==> src/rtl/uart_pkg.sv <==
// Shared definitions for the UART transmit queue: FSM state encoding and line levels.
package uart_pkg;

  typedef enum logic [2:0] {
    ST_IDLE,
    ST_START,
    ST_DATA,
    ST_PARITY,
    ST_STOP
  } tx_state_t;

  localparam logic UART_IDLE_LEVEL = 1'b1;
  localparam logic START_LEVEL     = 1'b0;
  localparam int   DATA_BITS       = 8;

endpackage

==> src/rtl/uart_tx_fifo.sv <==
// Byte queue for the UART transmitter: power-of-two depth, dual pointers with a wrap bit.
module uart_tx_fifo #(
  parameter int DEPTH = 16,
  parameter int WIDTH = 8
) (
  input  logic             clk,
  input  logic             rst,
  input  logic             push,
  input  logic [WIDTH-1:0] push_data,
  input  logic             pop,
  output logic [WIDTH-1:0] pop_data,
  output logic             full,
  output logic             empty
);

  localparam int AW = $clog2(DEPTH);

  logic [WIDTH-1:0] mem [DEPTH];
  logic [AW:0]      wr_ptr_reg;
  logic [AW:0]      rd_ptr_reg;
  logic             do_push;
  logic             do_pop;

  // Equal indices: the wrap bit tells a full queue from an empty one.
  assign empty   = (wr_ptr_reg == rd_ptr_reg);
  assign full    = (wr_ptr_reg[AW] != rd_ptr_reg[AW]) &&
                   (wr_ptr_reg[AW-1:0] == rd_ptr_reg[AW-1:0]);
  assign do_push = push & ~full;
  assign do_pop  = pop & ~empty;

  always_ff @(posedge clk) begin
    if (rst) begin
      wr_ptr_reg <= '0;
      rd_ptr_reg <= '0;
    end else begin
      if (do_push) wr_ptr_reg <= wr_ptr_reg + 1'b1;
      if (do_pop)  rd_ptr_reg <= rd_ptr_reg + 1'b1;
    end
  end

  always_ff @(posedge clk) begin
    if (do_push) mem[wr_ptr_reg[AW-1:0]] <= push_data;
  end

  // Head is read combinationally so the transmitter can pop and load in one cycle.
  assign pop_data = mem[rd_ptr_reg[AW-1:0]];

endmodule

==> src/rtl/uart_tx_queue.sv <==
// Queued UART transmitter: edge-triggered byte intake, FIFO, 8N1 framing.
// Define UART_TX_PARITY_EN to insert an even-parity bit before the stop bit.
module uart_tx_queue
  import uart_pkg::*;
#(
  parameter int CLK_PER_HALF_BIT = 520,
  parameter int FIFO_DEPTH       = 16
) (
  input  logic       clk,
  input  logic       rst,
  input  logic       sender_ready,
  input  logic [7:0] w_data,
  output logic       sender_sending,
  output logic       txd,
  output logic       fifo_full,
  output logic       overflow
);

  localparam int BIT_CYCLES = 2 * CLK_PER_HALF_BIT;
  localparam int TW         = $clog2(BIT_CYCLES);
  localparam logic [TW-1:0] TIMER_LAST = TW'(BIT_CYCLES - 1);
  localparam logic [2:0]    LAST_BIT   = 3'(DATA_BITS - 1);

  tx_state_t     state_reg;
  logic [TW-1:0] timer_reg;
  logic [2:0]    bit_idx_reg;
  logic [7:0]    shift_reg;
  logic          txd_reg;
  logic          ready_reg;
  logic          overflow_reg;
`ifdef UART_TX_PARITY_EN
  logic          parity_reg;
`endif

  logic       accept;
  logic       push;
  logic       pop;
  logic       bit_end;
  logic       fifo_empty;
  logic [7:0] fifo_rd_data;

  always_comb begin
    accept  = sender_ready & ~ready_reg;
    push    = accept & ~fifo_full;
    bit_end = (timer_reg == TIMER_LAST);
    pop     = ~fifo_empty &&
              ((state_reg == ST_IDLE) || (state_reg == ST_STOP && bit_end));
  end

  uart_tx_fifo #(
    .DEPTH(FIFO_DEPTH),
    .WIDTH(8)
  ) u_fifo (
    .clk      (clk),
    .rst      (rst),
    .push     (push),
    .push_data(w_data),
    .pop      (pop),
    .pop_data (fifo_rd_data),
    .full     (fifo_full),
    .empty    (fifo_empty)
  );

  always_ff @(posedge clk) begin
    if (rst) begin
      state_reg    <= ST_IDLE;
      timer_reg    <= '0;
      bit_idx_reg  <= '0;
      shift_reg    <= '0;
      txd_reg      <= UART_IDLE_LEVEL;
      ready_reg    <= 1'b0;
      overflow_reg <= 1'b0;
`ifdef UART_TX_PARITY_EN
      parity_reg   <= 1'b0;
`endif
    end else begin
      ready_reg <= sender_ready;
      if (accept && fifo_full) overflow_reg <= 1'b1;

      // The timer restarts from zero on every bit boundary and rests at zero in IDLE.
      if (state_reg == ST_IDLE || bit_end) timer_reg <= '0;
      else                                 timer_reg <= timer_reg + TW'(1);

      case (state_reg)
        ST_IDLE: begin
          txd_reg <= UART_IDLE_LEVEL;
          if (pop) begin
            state_reg <= ST_START;
            txd_reg   <= START_LEVEL;
            shift_reg <= fifo_rd_data;
`ifdef UART_TX_PARITY_EN
            parity_reg <= ^fifo_rd_data;
`endif
          end
        end
        ST_START: begin
          if (bit_end) begin
            state_reg   <= ST_DATA;
            bit_idx_reg <= '0;
            txd_reg     <= shift_reg[0];
            shift_reg   <= {1'b0, shift_reg[7:1]};
          end
        end
        ST_DATA: begin
          if (bit_end) begin
            if (bit_idx_reg == LAST_BIT) begin
`ifdef UART_TX_PARITY_EN
              state_reg <= ST_PARITY;
              txd_reg   <= parity_reg;
`else
              state_reg <= ST_STOP;
              txd_reg   <= UART_IDLE_LEVEL;
`endif
            end else begin
              bit_idx_reg <= bit_idx_reg + 3'd1;
              txd_reg     <= shift_reg[0];
              shift_reg   <= {1'b0, shift_reg[7:1]};
            end
          end
        end
`ifdef UART_TX_PARITY_EN
        ST_PARITY: begin
          if (bit_end) begin
            state_reg <= ST_STOP;
            txd_reg   <= UART_IDLE_LEVEL;
          end
        end
`endif
        ST_STOP: begin
          if (bit_end) begin
            // A waiting byte starts immediately, with no idle bit in between.
            if (pop) begin
              state_reg <= ST_START;
              txd_reg   <= START_LEVEL;
              shift_reg <= fifo_rd_data;
`ifdef UART_TX_PARITY_EN
              parity_reg <= ^fifo_rd_data;
`endif
            end else begin
              state_reg <= ST_IDLE;
              txd_reg   <= UART_IDLE_LEVEL;
            end
          end
        end
        default: begin
          state_reg <= ST_IDLE;
          txd_reg   <= UART_IDLE_LEVEL;
        end
      endcase
    end
  end

  assign txd            = txd_reg;
  assign overflow       = overflow_reg;
  assign sender_sending = (state_reg != ST_IDLE) || ~fifo_empty;

endmodule

==> config.mk <==
export PLATFORM = sky130hd
export DESIGN_NAME = uart_tx_queue
export DESIGN_NICKNAME = d
export VERILOG_FILES = /design/src/rtl/uart_pkg.sv /design/src/rtl/uart_tx_fifo.sv /design/src/rtl/uart_tx_queue.sv
export SDC_FILE = /design/constraint.sdc
export NUM_CORES = 1
export LEC_CHECK = 0
export ABC_AREA = 1
export ABC_CLOCK_PERIOD_IN_PS = 3600
export CAP_MARGIN = 10
export CORE_AREA = 2 2 125 127
export CTS_CLUSTER_SIZE = 28
export DETAILED_ROUTE_END_ITERATION = 7
export DIE_AREA = 0 0 127 129
export HOLD_SLACK_MARGIN = 0.12
export PLACE_DENSITY_LB_ADDON = 0.1
export REMOVE_ABC_BUFFERS = 1
export SLEW_MARGIN = 15
export SYNTH_ARGS = -nofsm -noshare
export SYNTH_HDL_FRONTEND = slang
export SYNTH_HIERARCHICAL = 1
export SYNTH_SLANG_ARGS = --single-unit
==> constraint.sdc <==
create_clock -name clk -period 3.6 [get_ports clk]
set_input_delay 0.72 -clock clk [delete_from_list [all_inputs] [get_ports clk]]
set_output_delay 0.72 -clock clk [all_outputs]
set_load 0.05 [all_outputs]
== Word-level counts from Yosys, hierarchy flattened ==
Memory sizes are Yosys's and may differ from the RTL's. A register that Yosys moved wholly into a read port is not among the register bits.
Cells that the tools add are included.
Word-level totals
  register bits after elaboration: 38
  memory bits (writable): 128
  input port bits: 11
  output and inout port bits: 4
  logic and storage cells: 78
  memories: 1
Operators by class
  $add $sub $neg: 4
  eq/ne operators: 14
  muxes and demuxes: 27
  bitwise logic cells: 7
  reduce and logical (&&, ||, !) cells: 16
Memory list
  u_fifo.mem: words 16, bits a word 8, read ports 1, clocked after memory_dff 1, wr ports 1, RTL line uart_tx_fifo.sv:18  | logic [WIDTH-1:0] mem [DEPTH];
Operators with widths (count)
  $mux W8: 5
  $pmux W8 S4: 1
  $mux W3: 8
  $pmux W3 S4: 1
  $add A11 B1 Y11 const B: 1
  $eq A11 B11 Y1 const B: 1
  $add A5 B1 Y5 const B: 2
  $ne A2 B2 Y1 const B: 5
  $reduce_and A5 Y1: 2
  $mux W1: 8
  $mux W4: 2
  $eq A3 B3 Y1 const B: 2
  $pmux W3 S2: 1
  $eq A5 B5 Y1: 1
  $and A1 B1 Y1: 4
  $eq A4 B4 Y1: 1
  $logic_and A1 B1 Y1: 4
  $pmux W1 S4: 1
  $reduce_and A4 Y1: 1
  $reduce_bool A4 Y1: 1
  $add A3 B1 Y3 const B: 1
  $eq A3 B1 Y1 const B: 1
  $eq A3 B2 Y1 const B: 1
  $logic_not A3 Y1: 1
  other kinds (8): 12

== Depth between registers and ports, before layout ==
Gate-level depths: netlist of run 1.
  word-level depth: 7
  mapped depth: 17
  gate-level depth less buffers: 16

== By module ==
Netlist of run 1, hierarchy kept.
Modules (own cells, without submodules)
  uart_tx_fifo: instances 1, cells each 537, area each 5997.0 µm², seq. area each 4124.0 µm²
  uart_tx_queue: instances 1, cells each 204, area each 1425.1 µm², seq. area each 560.5 µm²

== Worst setup path after synthesis of run 1 ==
OpenSTA, ideal clock, no wires.
  path type: register -> register
  start point: reg u_fifo.wr_ptr_reg[0]
  end point: mem u_fifo.mem[3][0], enable pin
  setup time: 0.383 ns
  arrival time: 2.353 ns
  data required time: 3.217 ns
  path slack: 0.864 ns
  cell stages (with the launch flop): 10
  buffers on the path: 0
  period minus slack after synthesis: 2.736 ns
  path through: dfxtp_1 > inv_1 > nand2_1 > nand2_1 > nor2_2 > nand3_2 > inv_1 > nor3_1 > nand2_1 > nor3_1
On the way
  longest elaborated chain between the ends: 7
Ends and longest elaborated chain
  start, declared: RTL line uart_tx_fifo.sv:19  | logic [AW:0] wr_ptr_reg;
  start signal, assigned: RTL line uart_tx_fifo.sv:36  | if (do_push) wr_ptr_reg <= wr_ptr_reg + 1'b1;
  $eq A4 B4 Y1: RTL line uart_tx_fifo.sv:27  | (wr_ptr_reg[AW-1:0] == rd_ptr_reg[AW-1:0]);
  $logic_and A1 B1 Y1: RTL line uart_tx_fifo.sv:26  | assign full = (wr_ptr_reg[AW] != rd_ptr_reg[AW]) &&
  via fifo_full: RTL line uart_tx_queue.sv:15  | output logic fifo_full,
  $not A1 Y1: RTL line uart_tx_queue.sv:44  | push = accept & ~fifo_full;
  $and A1 B1 Y1: RTL line uart_tx_queue.sv:44
  via push: RTL line uart_tx_queue.sv:36  | logic push;
  $and A1 B1 Y1: RTL line uart_tx_fifo.sv:28  | assign do_push = push & ~full;
  $mux W1: RTL line uart_tx_fifo.sv:42  | if (do_push) mem[wr_ptr_reg[AW-1:0]] <= push_data;
  $mux W1 (implied by the code): RTL line uart_tx_fifo.sv:42
  end, declared: RTL line uart_tx_fifo.sv:18
The timed path passes the listed nets, and every way through them passes these cells.

== Final worst setup path of run 1 ==
  start point: reg u_fifo.wr_ptr_reg[0]
  end point: out fifo_full
On the way
  longest elaborated chain between the ends: 2
Ends and longest elaborated chain (RTL line)
  $eq A4 B4 Y1: uart_tx_fifo.sv:27
  $logic_and A1 B1 Y1: uart_tx_fifo.sv:26
  end, declared: uart_tx_queue.sv:15
No other way between the ends.

==> reports/results.ini, run 1 <==
[routing]
wirelength_mm = 15.89
ant_nets = 0
drcViolationCount = 0
drt_iter0_markers = 433
drt_pre_antenna_iters = 7
wl_per_cell_um = 16.57
num_vias = 5106
routed_via_density = 5.324

[critical_path]
cp_top_family = buffers and inverters
rr_startpoint = u_fifo/wr_ptr_reg[0]
path_max_fanout = 13
r2r_slack_ns = 0.95
timing.rr.end = u_fifo/mem[1][2]
crit_chain = inv_1, nand2_1, nand2_1, nor2_2, nand3_2, inv_1, clkdlybuf4s50_1
crit_path_end_kind = output port
critical_path_class = reg -> out
slowest_stage = clkdlybuf4s50_1
cp.buffers_inverters = 3
reg2reg_depth = 12
crit_arrival_ns = 2.60
slowest_delay_ns = 0.84
crit_required_ns = 2.88
startpoint_type = register

[sta]
finalMaxSlewViolations = 0
maxSlewHeadroom_pct = 46.01
fmax_mhz = 300.9
worst_slew_pin_slew_ns = 0.8073
fin_crit_sh_pct = 92.32
clock_skew_ns = 0.006546
setup_viol = 0
rsz0062_at_grt = false
finalHoldViolCount = 0
fin_crit_ns = 3.324
tns_ns = 0

[floorplanning]
start_util_pct = 49.56
io-pin-count = 15
fp-row-count = 45
coreArea_sq_mm = 0.01498
die_h_um = 129
die_w_um = 127
die_area_sq_mm = 0.01638

[cts]
cts.repair.resized = 0
clk_latency_ns = 0.42
cts_tree = yes
holdBufCountCts = 0
post_cts_buffers = 0
clockRootBuffer = clkbuf_16
htreeDepth = 4
clock-sinks = 170
ctsLongestPathBuffers = 2
cts_inserted_buffers = 17
clk_pin_slew_worst_paths_ns = 0.06

[layout]
fin_nets = 777
drive_gt1_share_pct = 8.820
largest_reg_flops = 128
syn2layout_area_growth_pct = 12.93
insertedDiodeCount = 0

[grt]
grt_util_met2_pct = 32.13
grt_pass1_vias = 4751
gr-usage-met3_pct = 3.909
grtUsageTotal_pct = 20.51
grt_antenna_before_repair = 0
gr-usage-met1_pct = 29.42
grt_pass1_wl_mm = 25.31
overflow = 0
grt_max_degree = 78
grt-busiest-layer = met2

[logic_synthesis]
ys_seq_area_share_pct = 63.12
synth_top_flop_cell = edfxtp_1
yosys_register_bits = 170
synth-edff-count = 128
synth_cell_types = 33
syn_area_sq_mm = 0.007422
yosysWarnings = 6
async_flop_share_pct = 0
syn_inst = 741
syn_avg_cell_area_sq_um = 10.02

[run]
drv_cap = 0

[pwr]
ir_drop_mv = 0.4376
totalPowerFinal_mw = 5.654
pwr_density_cell_mw_per_mm2 = 674.5
power_leakage_nw = 3.201

[hold_path]
hp-class = reg -> reg
min_to = timer_reg[10]
hold-path-cell-count = 2
hp-start = timer_reg[10]

[status]
status = completed

[placed_design]
port_buffers = 14
dpl.hpwl_mm = 10.42
globalplace.congestion = 0.8291

## report_power, final
group	switching (mW)	internal [mW]
registers	0.147	2.19
clock network	0.777	1.11
logic	0.948	0.482
total	1.87	3.78
## through the flow
| step | util, % | setup WS [ns] | hold slack [ns] | instances | area (sq um) |
|---|---|---|---|---|---|
| final | 55.96 | 0.2765 | 0.4701 | 959 | 8382 |
| after global routing | 55.96 | 0.1027 | 0.5056 | 959 | 8382 |
| after CTS | 55.96 | 0.2660 | 0.4753 | 959 | 8382 |
| after detailed placement | 51.88 | 0.7403 | 0.4576 | 927 | 7770 |
| after global placement | 51.88 | 0.8047 | 0.4400 | 927 | 7770 |
| after floorplan | - | 0.4870 | 0.4303 | 710 | 7264 |
## cells in the mapped netlist (3+ instances only)
master,n,area share [%]
nand2_1,129,6.5
edfxtp_1,128,52
inv_1,107,5.4
nand3_1,74,5.0
a21oi_1,59,4.0
nor2_1,56,2.8
dfxtp_1,42,11
o21ai_0,34,2.3
o211ai_1,32,3.2
clkbuf_1,15,0.76
buf_2,9,0.61
ha_1,8,1.3
nand3_2,6,0.81
nor3_1,5,0.34
nor2_2,4,0.34
xnor2_1,4,0.47
buf_6,3,0.46
nand2_2,3,0.25
nand4_1,3,0.25
## cell families (layout without fill, tap and decap cells)
kind of cell | count (synthesis) | after routing | share of synthesized area (%)
xor gates and xnor gates | 5 | 5 | 0.5900
adders and majority gates | 8 | 8 | 1.349
and+or+nand+nor | 286 | 286 | 16.99
AOI/OAI and AO/OA | 131 | 131 | 10.23
buffers and inverters | 141 | 171 | 7.721
DFF | 170 | 170 | 63.12
## per-layer routing
metal	routed length [um]	vias up
li1	-	2533
met1	7567	2427
met2	7483	136
met3	712	10
met4	131	0
met5	0	-
## worst max-delay path by stage
stage	cells past startpoint	slack, ns	endpoint	startpoint
4_1_cts	7	0.27	fifo_full	u_fifo/wr_ptr_reg[0]
6_report	7	0.28	fifo_full	u_fifo/wr_ptr_reg[0]
2_1_floorplan	11	0.49	shift_reg[6]	register
3_5_place_dp	7	0.74	fifo_full	u_fifo/wr_ptr_reg[0]
5_1_grt	7	0.10	fifo_full	u_fifo/wr_ptr_reg[0]
3_3_place_gp	7	0.80	fifo_full	u_fifo/wr_ptr_reg[0]
## layout make-up
type,count,area [sq um]
sequential,170,4690
timing repair buffer,29,265.3
inverter,110,415.4
clock buffer,17,425.4
fill,1281,6595
clock inverter,15,186.4
multi-input combinational,430,2165
tap,188,235.2
## cell usage in the layout (no fill, tap or decap), types with 2 or more instances in the layout
| cell | instances |
|---|---|
| a211oi_1 | 2 |
| a21oi_1 | 59 |
| buf_4 | 14 |
| bufinv_16 | 3 |
| clkbuf_16 | 17 |
| clkdlybuf4s50_1 | 14 |
| clkinv_1 | 2 |
| clkinvlp_4 | 2 |
| dfxtp_1 | 40 |
| edfxtp_1 | 128 |
| ha_1 | 8 |
| inv_1 | 107 |
| inv_6 | 6 |
| nand2_1 | 129 |
| nand2_2 | 3 |
| nand3_1 | 74 |
| nand3_2 | 6 |
| nand4_1 | 3 |
| nor2_1 | 56 |
| nor2_2 | 4 |
| nor3_1 | 5 |
| nor3b_1 | 2 |
| o211ai_1 | 32 |
| o21a_1 | 2 |
| o21ai_0 | 34 |
| or2_2 | 2 |
| xnor2_1 | 4 |
## worst min-delay path: cells and delay by family (launching register included)
family	cells	cell delay [ns]
flip-flops	1	0.31
buffers and inverters	1	0.07
AO/OA/AOI/OAI	1	0.05
(Power assumes the default switching activity.)
==> run 2: changes to the inputs <==
ABC_CLOCK_PERIOD_IN_PS = 3040   (was 3600)
clock period = 3.04 ns   (was 3.6 ns; I/O delays follow)
==> run 2 against run 1 <==
  * Clock skew up 0.0025 ns
  * Clock power up 8%
  * Die area is the same
  * Sequential share of layout area hardly changed
  * Critical path depth rose by 1
  * Power is 15% higher
  * Clock-buffer cell count unchanged
  * Global-route usage down 1.4 points
  * Final area about the same
  * Critical path type unchanged
  * Largest power group unchanged
==> reports/results.ini, run 2 (synthesized netlist as in run 1, its figures left out) <==
[sta]
finalMaxSlewViolations = 0  ; unchanged
fin_crit_sh_pct = 93.52
fin_crit_ns = 2.843
finalHoldViolCount = 0  ; unchanged
worst_slew_pin_slew_ns = 0.6333  ; was 0.8073 ns
fmax_mhz = 351.8
maxSlewHeadroom_pct = 57.65  ; was 46.01%
setup_viol = 0  ; unchanged
clock_skew_ns = 0.008999  ; was 0.006546 ns
fin_ws_ns = 0.1971  ; was 0.2765 ns
rsz0062_at_grt = false  ; unchanged

[floorplanning]
start_util_pct = 49.56  ; unchanged
die_area_sq_mm = 0.01638  ; unchanged
io-pin-count = 15  ; unchanged
die_w_um = 127  ; unchanged
fp-row-count = 45  ; unchanged
coreArea_sq_mm = 0.01498  ; unchanged
die_h_um = 129  ; unchanged

[hold_path]
hold-path-cell-count = 1  ; was 2
hp-start = overflow  ; was timer_reg[10]
min_to = overflow  ; was timer_reg[10]
hp-class = reg -> reg  ; unchanged

[critical_path]
crit_chain = inv_1, nand2_1, nand2_1, nor2_2, nand3_2, inv_1, nand3_1, dlygate4sd2_1  ; was inv_1, nand2_1, nand2_1, nor2_2, nand3_2, inv_1, clkdlybuf4s50_1
crit_path_end_kind = output port  ; unchanged
crit_arrival_ns = 2.23  ; was 2.60 ns
reg2reg_depth = 12  ; unchanged
slowest_delay_ns = 0.47  ; was 0.84 ns
cp.buffers_inverters = 3  ; unchanged
cp_top_family = buffers and inverters  ; unchanged
path_max_fanout = 11  ; was 13
r2r_slack_ns = 0.61  ; was 0.95 ns
critical_path_class = reg -> out  ; unchanged
startpoint_type = register  ; unchanged
crit_required_ns = 2.43  ; was 2.88 ns
rr_startpoint = u_fifo/wr_ptr_reg[0]  ; unchanged
crit_cells = 8  ; was 7
timing.rr.end = u_fifo/mem[15][5]  ; was u_fifo/mem[1][2]
slowest_stage = dlygate4sd2_1  ; was clkdlybuf4s50_1

[routing]
highest_layer = met4  ; unchanged
met1Wirelength_mm = 7.080  ; was 7.567 mm
dr_wl_met3_um = 555  ; was 712 um
drt_pre_antenna_iters = 7  ; unchanged
wl_per_cell_um = 15.45  ; was 16.57 um
drt_iter0_markers = 387  ; was 433
wirelength_mm = 14.92  ; was 15.89 mm
drcViolationCount = 0  ; unchanged
routed_via_density = 5.219  ; was 5.324
wl_met2_mm = 7.055  ; was 7.483 mm
num_vias = 5042  ; was 5,106
ant_nets = 0  ; unchanged

[grt]
overflow = 0  ; unchanged
grt_antenna_before_repair = 0  ; unchanged
grt_max_degree = 65  ; was 78
grtUsageTotal_pct = 19.06  ; was 20.51%
grt_pass1_wl_mm = 23.99  ; was 25.31 mm
grt_pass1_vias = 4824  ; was 4,751

[layout]
multi_input_area_sq_mm = 0.002165  ; unchanged
fin_nets = 784  ; was 777
stdcell_count = 966  ; was 959
fillers = 1313  ; was 1,281
largest_reg_flops = 128  ; unchanged
layout_common_cells = nand2_1 (129), edfxtp_1 (128), inv_1 (107)  ; unchanged
final_common_cell = nand2_1  ; unchanged
insertedDiodeCount = 0  ; unchanged
drive_gt1_share_pct = 9.769  ; was 8.820%
seqCellArea_sq_mm = 0.004690  ; unchanged
syn2layout_area_growth_pct = 13.00  ; was 12.93%

[placed_design]
place_ws_ns = 0.3870  ; was 0.7403 ns
place_inst = 934  ; was 927
globalplace.congestion = 0.8004  ; was 0.8291
port_buffers = 14  ; unchanged
dpl.hpwl_mm = 9.809  ; was 10.42 mm

[cts]
clockRootBuffer = clkbuf_16  ; unchanged
cts_inserted_buffers = 17  ; unchanged
clk_pin_slew_worst_paths_ns = 0.06  ; about the same
clk_latency_ns = 0.43  ; was 0.42 ns
htreeDepth = 4  ; unchanged
cts_tree = yes  ; unchanged
clock-sinks = 170  ; unchanged
ctsLongestPathBuffers = 2  ; unchanged

[pwr]
ir_drop_mv = 0.7056  ; was 0.4376 mV
power_leakage_nw = 3.207  ; was 3.201 nW
totalPowerFinal_mw = 6.483  ; was 5.654 mW
pwr_density_cell_mw_per_mm2 = 773.0  ; was 674.5 mW/mm^2

[status]
status = completed  ; unchanged

[run]
drv_cap = 0  ; unchanged

run 2: cell count changes in the layout (fill, tap and decap cells not counted), sizes merged:
cell / before / now
dlygate4sd2: 0 / 1
clkinvlp: 2 / 5
inv: 116 / 118
clkdlybuf4s50: 14 / 12
buf: 15 / 23
clkinv: 4 / 2
bufinv: 3 / 0
run 2: final cells by class:
type	instances	area share, %
Inverter	110	4.953
Sequential cell	170	55.92
Clock inverter	15	1.552
Timing Repair Buffer	36	3.894
Multi-Input combinational cell	430	25.81
Clock buffer	17	5.072
Tap cell	188	2.805
run 2: metal layers:
metal / vias up / GRT usage (%)
met1: 2382 / 25.45
li1: 2552 / -
met3: 18 / 4.241
met4: 0 / 7.628
met5: - / 0
met2: 90 / 30.61
run 2: stage by stage:
step	utilization, %	instance area, sq um	hold WS, ns	setup TNS [ns]
floorplan	-	7264	0.4303	-0.4552
global placement	52.30	7833	0.4411	0
detailed placement	52.30	7833	0.4564	0
CTS	56.00	8387	0.4753	0
global route	56.00	8387	0.4903	0
finish	56.00	8387	0.4690	0
run 2: worst max path at each step:
stage                         start        endpoint
4_1_cts        u_fifo/wr_ptr_reg[0]  sender_sending
2_1_floorplan              register    shift_reg[6]
5_1_grt        u_fifo/wr_ptr_reg[0]  sender_sending
3_3_place_gp   u_fifo/wr_ptr_reg[0]  sender_sending
6_report       u_fifo/wr_ptr_reg[0]  sender_sending
3_5_place_dp   u_fifo/wr_ptr_reg[0]  sender_sending
run 2: timing repair:
item,in CTS,in global routing
resized for setup,1,0
buffers inserted,0,0
setup endpoints to repair,1,0
hold buffers,0,0
run 2: power breakdown:
group          switching (mW)  internal [mW]
logic                    1.14          0.585
clock network           0.954           1.07
registers               0.130           2.60
